<file path="src/rtl/input_divider_ctrl.sv">
// input_divider_ctrl: glitch-free reconfiguration sequencer for the input clock
// divider, with an optional edge-count frequency measurement after lock.
//   clk_i, rstb_i            controller clock, synchronous active-low reset
//   cfg_valid_i/cfg_ready_o  configuration request handshake
//   cfg_ndiv_i, cfg_bypass_div_i, cfg_bypass_div2_i  requested divider settings
//   cfg_meas_i, meas_win_i   measurement request and window length (clk cycles)
//   en_o, en_meas_o          divider enable and measurement-path gate
//   ndiv_o, bypass_div_o, bypass_div2_o  settings driven to the divider
//   out_meas_i               divider measurement output (asynchronous)
//   busy_o, done_o           sequence in progress / one-cycle end pulse
//   meas_cnt_o, meas_ovf_o   result of the last measurement
module input_divider_ctrl #(
    parameter int SETTLE_CYC = 8,
    parameter int LOCK_CYC   = 16,
    parameter int MEAS_WIN_W = 10,
    parameter int CNT_W      = 12
) (
    input  logic                  clk_i,
    input  logic                  rstb_i,
    input  logic                  cfg_valid_i,
    output logic                  cfg_ready_o,
    input  logic [2:0]            cfg_ndiv_i,
    input  logic                  cfg_bypass_div_i,
    input  logic                  cfg_bypass_div2_i,
    input  logic                  cfg_meas_i,
    input  logic [MEAS_WIN_W-1:0] meas_win_i,
    output logic                  en_o,
    output logic                  en_meas_o,
    output logic [2:0]            ndiv_o,
    output logic                  bypass_div_o,
    output logic                  bypass_div2_o,
    input  logic                  out_meas_i,
    output logic                  busy_o,
    output logic                  done_o,
    output logic [CNT_W-1:0]      meas_cnt_o,
    output logic                  meas_ovf_o
);
    typedef enum logic [2:0] {S_IDLE, S_DISABLE, S_SETTLE, S_APPLY, S_LOCK, S_MEAS, S_DONE} state_t;

    state_t                state_q;
    logic [31:0]           tmr_q;
    logic [2:0]            nd_q;
    logic                  bd_q;
    logic                  bd2_q;
    logic                  meas_q;
    logic [MEAS_WIN_W-1:0] win_q;
    logic [1:0]            sync_q;
    logic                  prev_q;
    logic [CNT_W-1:0]      ecnt_q;
    logic                  eovf_q;
    logic                  do_meas;
    logic                  rise;

    assign do_meas = meas_q && (win_q != '0);
    assign rise    = sync_q[1] & ~prev_q;

    always_ff @(posedge clk_i) begin
        if (!rstb_i) begin
            state_q       <= S_IDLE;
            tmr_q         <= '0;
            nd_q          <= '0;
            bd_q          <= 1'b0;
            bd2_q         <= 1'b0;
            meas_q        <= 1'b0;
            win_q         <= '0;
            sync_q        <= '0;
            prev_q        <= 1'b0;
            ecnt_q        <= '0;
            eovf_q        <= 1'b0;
            cfg_ready_o   <= 1'b1;
            en_o          <= 1'b0;
            en_meas_o     <= 1'b0;
            ndiv_o        <= '0;
            bypass_div_o  <= 1'b1;
            bypass_div2_o <= 1'b1;
            busy_o        <= 1'b0;
            done_o        <= 1'b0;
            meas_cnt_o    <= '0;
            meas_ovf_o    <= 1'b0;
        end else begin
            sync_q <= {sync_q[0], out_meas_i};
            prev_q <= sync_q[1];
            case (state_q)
                S_IDLE: begin
                    if (cfg_valid_i) begin
                        nd_q        <= cfg_ndiv_i;
                        bd_q        <= cfg_bypass_div_i;
                        bd2_q       <= cfg_bypass_div2_i;
                        meas_q      <= cfg_meas_i;
                        win_q       <= meas_win_i;
                        cfg_ready_o <= 1'b0;
                        busy_o      <= 1'b1;
                        en_o        <= 1'b0;
                        state_q     <= S_DISABLE;
                    end
                end
                S_DISABLE: begin
                    tmr_q   <= 32'(SETTLE_CYC - 1);
                    state_q <= S_SETTLE;
                end
                S_SETTLE: begin
                    if (tmr_q == '0) begin
                        // settings only ever move here, with the divider held off
                        ndiv_o        <= nd_q;
                        bypass_div_o  <= bd_q;
                        bypass_div2_o <= bd2_q;
                        state_q       <= S_APPLY;
                    end else begin
                        tmr_q <= tmr_q - 32'd1;
                    end
                end
                S_APPLY: begin
                    en_o    <= 1'b1;
                    tmr_q   <= 32'(LOCK_CYC - 1);
                    state_q <= S_LOCK;
                end
                S_LOCK: begin
                    if (tmr_q != '0) begin
                        tmr_q <= tmr_q - 32'd1;
                    end else if (do_meas) begin
                        en_meas_o <= 1'b1;
                        ecnt_q    <= '0;
                        eovf_q    <= 1'b0;
                        tmr_q     <= 32'(win_q) - 32'd1;
                        state_q   <= S_MEAS;
                    end else begin
                        done_o  <= 1'b1;
                        state_q <= S_DONE;
                    end
                end
                S_MEAS: begin
                    if (rise) begin
                        if (ecnt_q == '1) eovf_q <= 1'b1;
                        else ecnt_q <= ecnt_q + 1'b1;
                    end
                    if (tmr_q == '0) begin
                        en_meas_o <= 1'b0;
                        done_o    <= 1'b1;
                        state_q   <= S_DONE;
                    end else begin
                        tmr_q <= tmr_q - 32'd1;
                    end
                end
                S_DONE: begin
                    if (do_meas) begin
                        meas_cnt_o <= ecnt_q;
                        meas_ovf_o <= eovf_q;
                    end
                    done_o      <= 1'b0;
                    busy_o      <= 1'b0;
                    cfg_ready_o <= 1'b1;
                    state_q     <= S_IDLE;
                end
                default: state_q <= S_IDLE;
            endcase
        end
    end
endmodule

</file>
<file path="config.mk">
export PLATFORM = sky130hd
export DESIGN_NAME = input_divider_ctrl
export DESIGN_NICKNAME = d
export VERILOG_FILES = /design/src/rtl/input_divider_ctrl.sv
export SDC_FILE = /design/constraint.sdc
export NUM_CORES = 1
export LEC_CHECK = 0
export ABC_CLOCK_PERIOD_IN_PS = 5400
export BUFFER_PORTS_ARGS = -buffer_cell sky130_fd_sc_hd__buf_2
export CORE_ASPECT_RATIO = 1.2
export CORE_MARGIN = 2
export CORE_UTILIZATION = 44
export DETAILED_ROUTE_END_ITERATION = 6
export HOLD_SLACK_MARGIN = 0.02
export PLACE_DENSITY = 0.65
export SLEW_MARGIN = 10
export SYNTH_ARGS = -nofsm -noshare
export SYNTH_HDL_FRONTEND = slang
export SYNTH_SLANG_ARGS = --single-unit
export TNS_END_PERCENT = 20
</file>
<file path="constraint.sdc">
create_clock -name clk_i -period 5.4 [get_ports clk_i]
set_input_delay 0.27 -clock clk_i [delete_from_list [all_inputs] [get_ports clk_i]]
set_output_delay 0.27 -clock clk_i [all_outputs]
set_load 0.01 [all_outputs]
</file>
==> metrics.txt, run 1 <==
internal reg-to-reg setup slack=2030 ps; outcome=finished, final reports clean; Final Util=50.9%; crit path DAT=3600 ps; clock sink total=90; Worst setup SP type=flop; CP endpoint kind=flop; RSZ-0062 raised after global routing=false; Top Metal Used=met4; placed cell count=687; row count=39; syn nets=568; Post-DP HPWL=7620 um; WL met3=427 um; number of flops mapped to enable cells by yosys=0; Hold-fix buffers, CTS=0; Lkg Pwr=1.93 nW; CTS tree=done; cells along the critical path=inv_1 -> ha_1 -> or4b_4 -> or4_4 -> nor2_1 -> nand2_1 -> a21oi_2 -> o32ai_1 -> a22o_2; vias in the first global route=3,824; aggregate global-route resource usage=21.4%; die height=113 um; Max clock buf depth=2; Slowest cell on crit path=nor2_1; post-synthesis async set-or-reset flop share=0%; final WL=10,900 um; via density per instance=5.79; most instantiated library cell after synthesis=nand2_1; Iter 0 DRT Violations=272; Synth-to-Final Area Change=12.0%; share of cells above drive strength 1=14.7%; Yosys warning total=0; Max Freq=297 MHz; Syn Area/Cell=8.03 um2; worst reg-to-reg path cell count=9; Metal-1 WL=5000 um; FF-to-FF Start=tmr_q[0]; Crit Path Class=reg -> reg; pwr dens=575 mW/mm2; post-synthesis xor/xnor area fraction=4.41%; H-tree depth=3; WP depth=9; share of the synthesized area in the top cell type=41.3%; met2 routed WL=5310 um; fin crit period=3370 ps; Max Slew Vio Count=0; Post-route DRC=0; main combinational cell family by area after synthesis=simple AND/OR/NAND/NOR gates; hold path depth=2; min-delay src=out_meas_i; HP Class=in -> reg; Synth area leader=dfxtp_1; flops & latches, synth=90; ys flop type=dfxtp_1; Final Hold Vio Count=0; Final setup viols=0; post-CTS sizing=0; largest cells by area after synthesis=dfxtp_1 (41%), nand2_1 (9.1%), a21oi_1 (5.8%), nor2_1 (3.7%), o21ai_0 (3.1%); crit share post-route=62.4%; via count=4,072; Top Ports=43; Layout Skew=3.91 ps; Post-Synthesis Cell Area=0.00437 mm2; global-route wire length before repair=18,500 um; cts bufs inserted=9; delay-heaviest family, CP=simple AND/OR/NAND/NOR gates; fin cells=703; worst path bufs/invs=1; gpl congestion=0.817; NumNets Final=599; Synth Area in Compound Gates=22.4%; Worst-Skew Late Latency=340 ps; Synth cell types=68; Antenna Cells=0; Worst Hold Slack=139 ps; Die Area=0.0107 mm2; Post-DRT Antenna Nets=0; Total Negative Setup Slacks=0 ps; peak per-stage delay on the critical path=810 ps; pin slew with the least headroom to its limit=1030 ps; clock root cell=clkbuf_16; maximum vdd drop=266 uV; WL per Instance=15.6 um; initial antenna violation count=0; Synth Instances=544; R2R Path End=tmr_q[7]; maxcap violations=0; postcts setup bufs=0; hold endpoint=sync_q[0]; Synth Area in Simple Gates=25.5%; drt pass-1 iters=5; Synth Area in Adders=1.15%; largest net degree at the start of global routing=29; core area=0.00961 mm2; register area share after synthesis=41.3%; grt ovf=0; clock slew at reported path FFs=60 ps; count of input and output buffers=42; Crit Path Max Fanout=15; Slew headroom=30.8%; synth cell count leaders=nand2_1 (106), dfxtp_1 (90), a21oi_1 (51); Die W=94.9 um; Initial Utilization=45.4%; post-synthesis mux area share=0.487%; Crit path required time=5640 ps
-- cells by family (layout without fill, tap and decap cells) --
kind of cell / Yosys count / in the layout
adder cells (fa/ha/maj): 4 / 4
multiplexers: 2 / 2
AO/OA/AOI/OAI: 150 / 150
AND/OR/NAND/NOR: 240 / 240
flip-flops: 90 / 90
buffers and inverters: 36 / 72
XOR/XNOR: 22 / 22
-- flip-flops by register name (all words and copies together), names as in the netlist, 2 cells and up --
signal / count
ndiv_o: 3
win_q: 10
ecnt_q: 12
state_q: 3
meas_cnt_o: 12
sync_q: 2
nd_q: 3
tmr_q: 32
-- cell type report --
cell class,count,area (um2)
Clock buffer,10,239
Clock inverter,6,65.1
Fill cell,951,4720
Inverter,10,37.5
Multi-Input combinational cell,418,2350
Sequential cell,90,1800
Tap cell,123,154
Timing Repair Buffer,46,240
-- cells in the final DEF (no fill, tap or decap), types with 5 or more instances in the layout --
master	count
a21oi_1	51
a22o_1	5
a31oi_1	6
buf_2	42
clkbuf_16	9
dfxtp_1	90
inv_1	10
nand2_1	106
nand3_1	20
nor2_1	43
nor3_1	23
nor4_1	7
o21ai_0	27
o22ai_1	7
o31ai_1	9
or3_1	7
xnor2_1	9
xor2_1	13
-- how the worst max path moves through the flow --
stage             start          to  slack (ps)
4_1_cts        tmr_q[0]  ecnt_q[11]        2060
6_report       tmr_q[0]    tmr_q[7]        2030
2_1_floorplan  tmr_q[0]    tmr_q[4]        2810
3_5_place_dp   tmr_q[0]    tmr_q[7]        2070
3_3_place_gp   tmr_q[0]    tmr_q[7]        2140
5_1_grt        tmr_q[1]  ecnt_q[11]        1810
-- per-layer routing --
layer,vias to the layer above,GRT usage [%]
met3,17,3.06
met2,105,35.4
met4,0,9.08
met5,-,0
li1,2014,-
met1,1936,27.7
-- power breakdown --
part / switching [W] / internal [W] / leakage (nW)
clock network: 0.000269 / 0.000372 / 0.149
registers: 0.000117 / 0.000763 / 0.731
logic: 0.000843 / 0.000447 / 1.05
total: 0.00123 / 0.00158 / 1.93
-- stage by stage --
| step | total power [W] | instance area, um2 | setup slack (ps) |
|---|---|---|---|
| 2_1_floorplan | 0.00191 | 4370 | 2810 |
| 3_3_place_gp | 0.00213 | 4590 | 2140 |
| 3_5_place_dp | 0.00216 | 4590 | 2070 |
| 4_1_cts | 0.00280 | 4890 | 2060 |
| 5_1_grt | 0.00300 | 4890 | 1810 |
| 6_report | 0.00281 | 4890 | 2030 |
No activity file was read; power rests on OpenSTA's default activity.
==> run 2, diff against run 1 <==
- ABC_CLOCK_PERIOD_IN_PS: 5400 -> 3450
- clock period: 5.4 -> 3.45 ns (I/O delays scaled with it)
==> run 2 against run 1 <==
Against the previous run:
- final cell count up 1.0%
- design area up 0.77%
- worst hold slack worse by 96 ps
- largest power group unchanged
- worst setup slack worse by 1600 ps
- clock-buffer cell count up 2
- critical path type unchanged
==> metrics.txt, run 2 (synthesis results as in run 1) <==
outcome=finished, final reports clean; vias in the first global route=3,805 (-0.50%); Max Freq=334 MHz (+13%); via density per instance=5.68 (-2.0%); Die W=94.9 um (unchanged); die height=113 um (unchanged); commonest non-fill, non-tap cell in the layout=nand2_1; Crit path required time=3740 ps (-1900 ps); HP Class=in -> reg; Max clock buf depth=2 (unchanged); Crit Path Max Fanout=10 (-5); pwr dens=899 mW/mm2 (+56%); share of cells above drive strength 1=15.2% (+0.51 points); clock sink total=90 (unchanged); H-tree depth=3 (unchanged); aggregate global-route resource usage=21.2% (-0.24 points); fin crit period=2990 ps (-376 ps); clock root cell=clkbuf_16; number of flip-flops in the largest register=32 (unchanged); Largest regs=tmr_q: 32 flops, ecnt_q: 12 flops, meas_cnt_o: 12 flops; Post-DRT Antenna Nets=0 (unchanged); RSZ-0062 raised after global routing=false; clock slew at reported path FFs=60 ps (about the same); count of input and output buffers=42 (unchanged); maxcap violations=0 (unchanged); Max Slew Vio Count=0 (unchanged); Layout Skew=9.07 ps (+5.17 ps); core area=0.00961 mm2 (unchanged); Total Negative Setup Slacks=0 ps (unchanged); Post-route DRC=0 (unchanged); Final Hold Vio Count=0 (unchanged); Die Area=0.0107 mm2 (unchanged); Top Ports=43 (unchanged); CTS tree=done; Antenna Cells=0 (unchanged); gpl congestion=0.872 (+6.7%); commonest non-fill, non-tap cells in the layout=nand2_1 (106), dfxtp_1 (90), a21oi_1 (51), nor2_1 (43), buf_2 (42); pin slew with the least headroom to its limit=721 ps (-313 ps); postcts setup bufs=0 (unchanged); Crit Path Class=reg -> reg; Final setup viols=0 (unchanged); final WL=10,900 um (-0.63%); post-CTS sizing=0 (unchanged); grt ovf=0 (unchanged); NumNets Final=606 (+1.2%); Fillers=933 (-1.9%); Post-DP HPWL=7610 um (-0.12%); Slew headroom=51.7% (+21 points); Hold-fix buffers, CTS=0 (unchanged); row count=39 (unchanged); Design Power=0.00443 W (+58%); Iter 0 DRT Violations=272 (unchanged); Initial Utilization=45.4% (unchanged); largest net degree at the start of global routing=42 (+45%); Reg with most FFs=tmr_q; Lkg Pwr=1.96 nW (+1.4%); maximum vdd drop=373 uV (+40%); crit share post-route=86.7% (+24 points); initial antenna violation count=0 (unchanged); global-route wire length before repair=18,200 um (-1.8%); crit path DAT=3290 ps (-310 ps); Worst setup SP type=flop; WL per Instance=15.3 um (-1.6%); CP endpoint kind=flop; Worst-Skew Late Latency=350 ps (about the same); cts bufs inserted=9 (unchanged); drt pass-1 iters=5 (unchanged); via count=4,030 (-1.0%); Synth-to-Final Area Change=12.9%
-- run 2: final cells by class --
type | instances | area (um2) | share of cell area (%)
Inverter | 10 | 37.5 | 0.762
Clock buffer | 12 | 236 | 4.80
Sequential cell | 90 | 1800 | 36.6
Clock inverter | 4 | 52.6 | 1.07
Timing Repair Buffer | 53 | 293 | 5.94
Tap cell | 123 | 154 | 3.12
Multi-Input combinational cell | 418 | 2350 | 47.8
-- run 2: per-stage QoR --
step                worst slack, ps  hold WS, ps  std cells  util [%]  area, um2
global route                    262         54.3        710      51.3       4930
global placement                569          393        694      48.3       4640
floorplan                       863          300        544         -       4370
CTS                             466         47.1        710      51.3       4930
detailed placement              470          397        694      48.3       4640
finish                          459         43.3        710      51.3       4930
-- run 2: final timing paths --
check | slack (ps) | from | end | cells after the start
setup / recovery | 460 | tmr_q[0] | tmr_q[28] | 9
hold / removal | 40 | out_meas_i | sync_q[0] | 2
setup reg to reg | 460 | tmr_q[0] | tmr_q[28] | 9
hold reg to reg | 440 | sync_q[0] | sync_q[1] | 1
-- run 2: metal layers --
| layer | GRT usage, % | vias to the layer above | part of all wire [%] |
|---|---|---|---|
| met5 | 0 | - | 0 |
| met4 | 8.21 | 0 | 2.2 |
| met3 | 5.13 | 22 | 4.8 |
| met2 | 34.7 | 103 | 49 |
| met1 | 26.7 | 1875 | 45 |
| li1 | - | 2030 | - |
-- run 2: critical path, stage by stage, from the launching register on --
cell	delay [ps]
dfxtp_1	340
inv_1	110
ha_1	160
or4b_4	440
or4_4	510
or2_1	390
o21ai_2	280
o211ai_1	360
o21ai_0	210
a22o_1	140
-- run 2: where the power goes --
part | switching, W | internal [W]
sequential | 0.000175 | 0.00119
clock | 0.000401 | 0.000563
combinational | 0.00134 | 0.000759
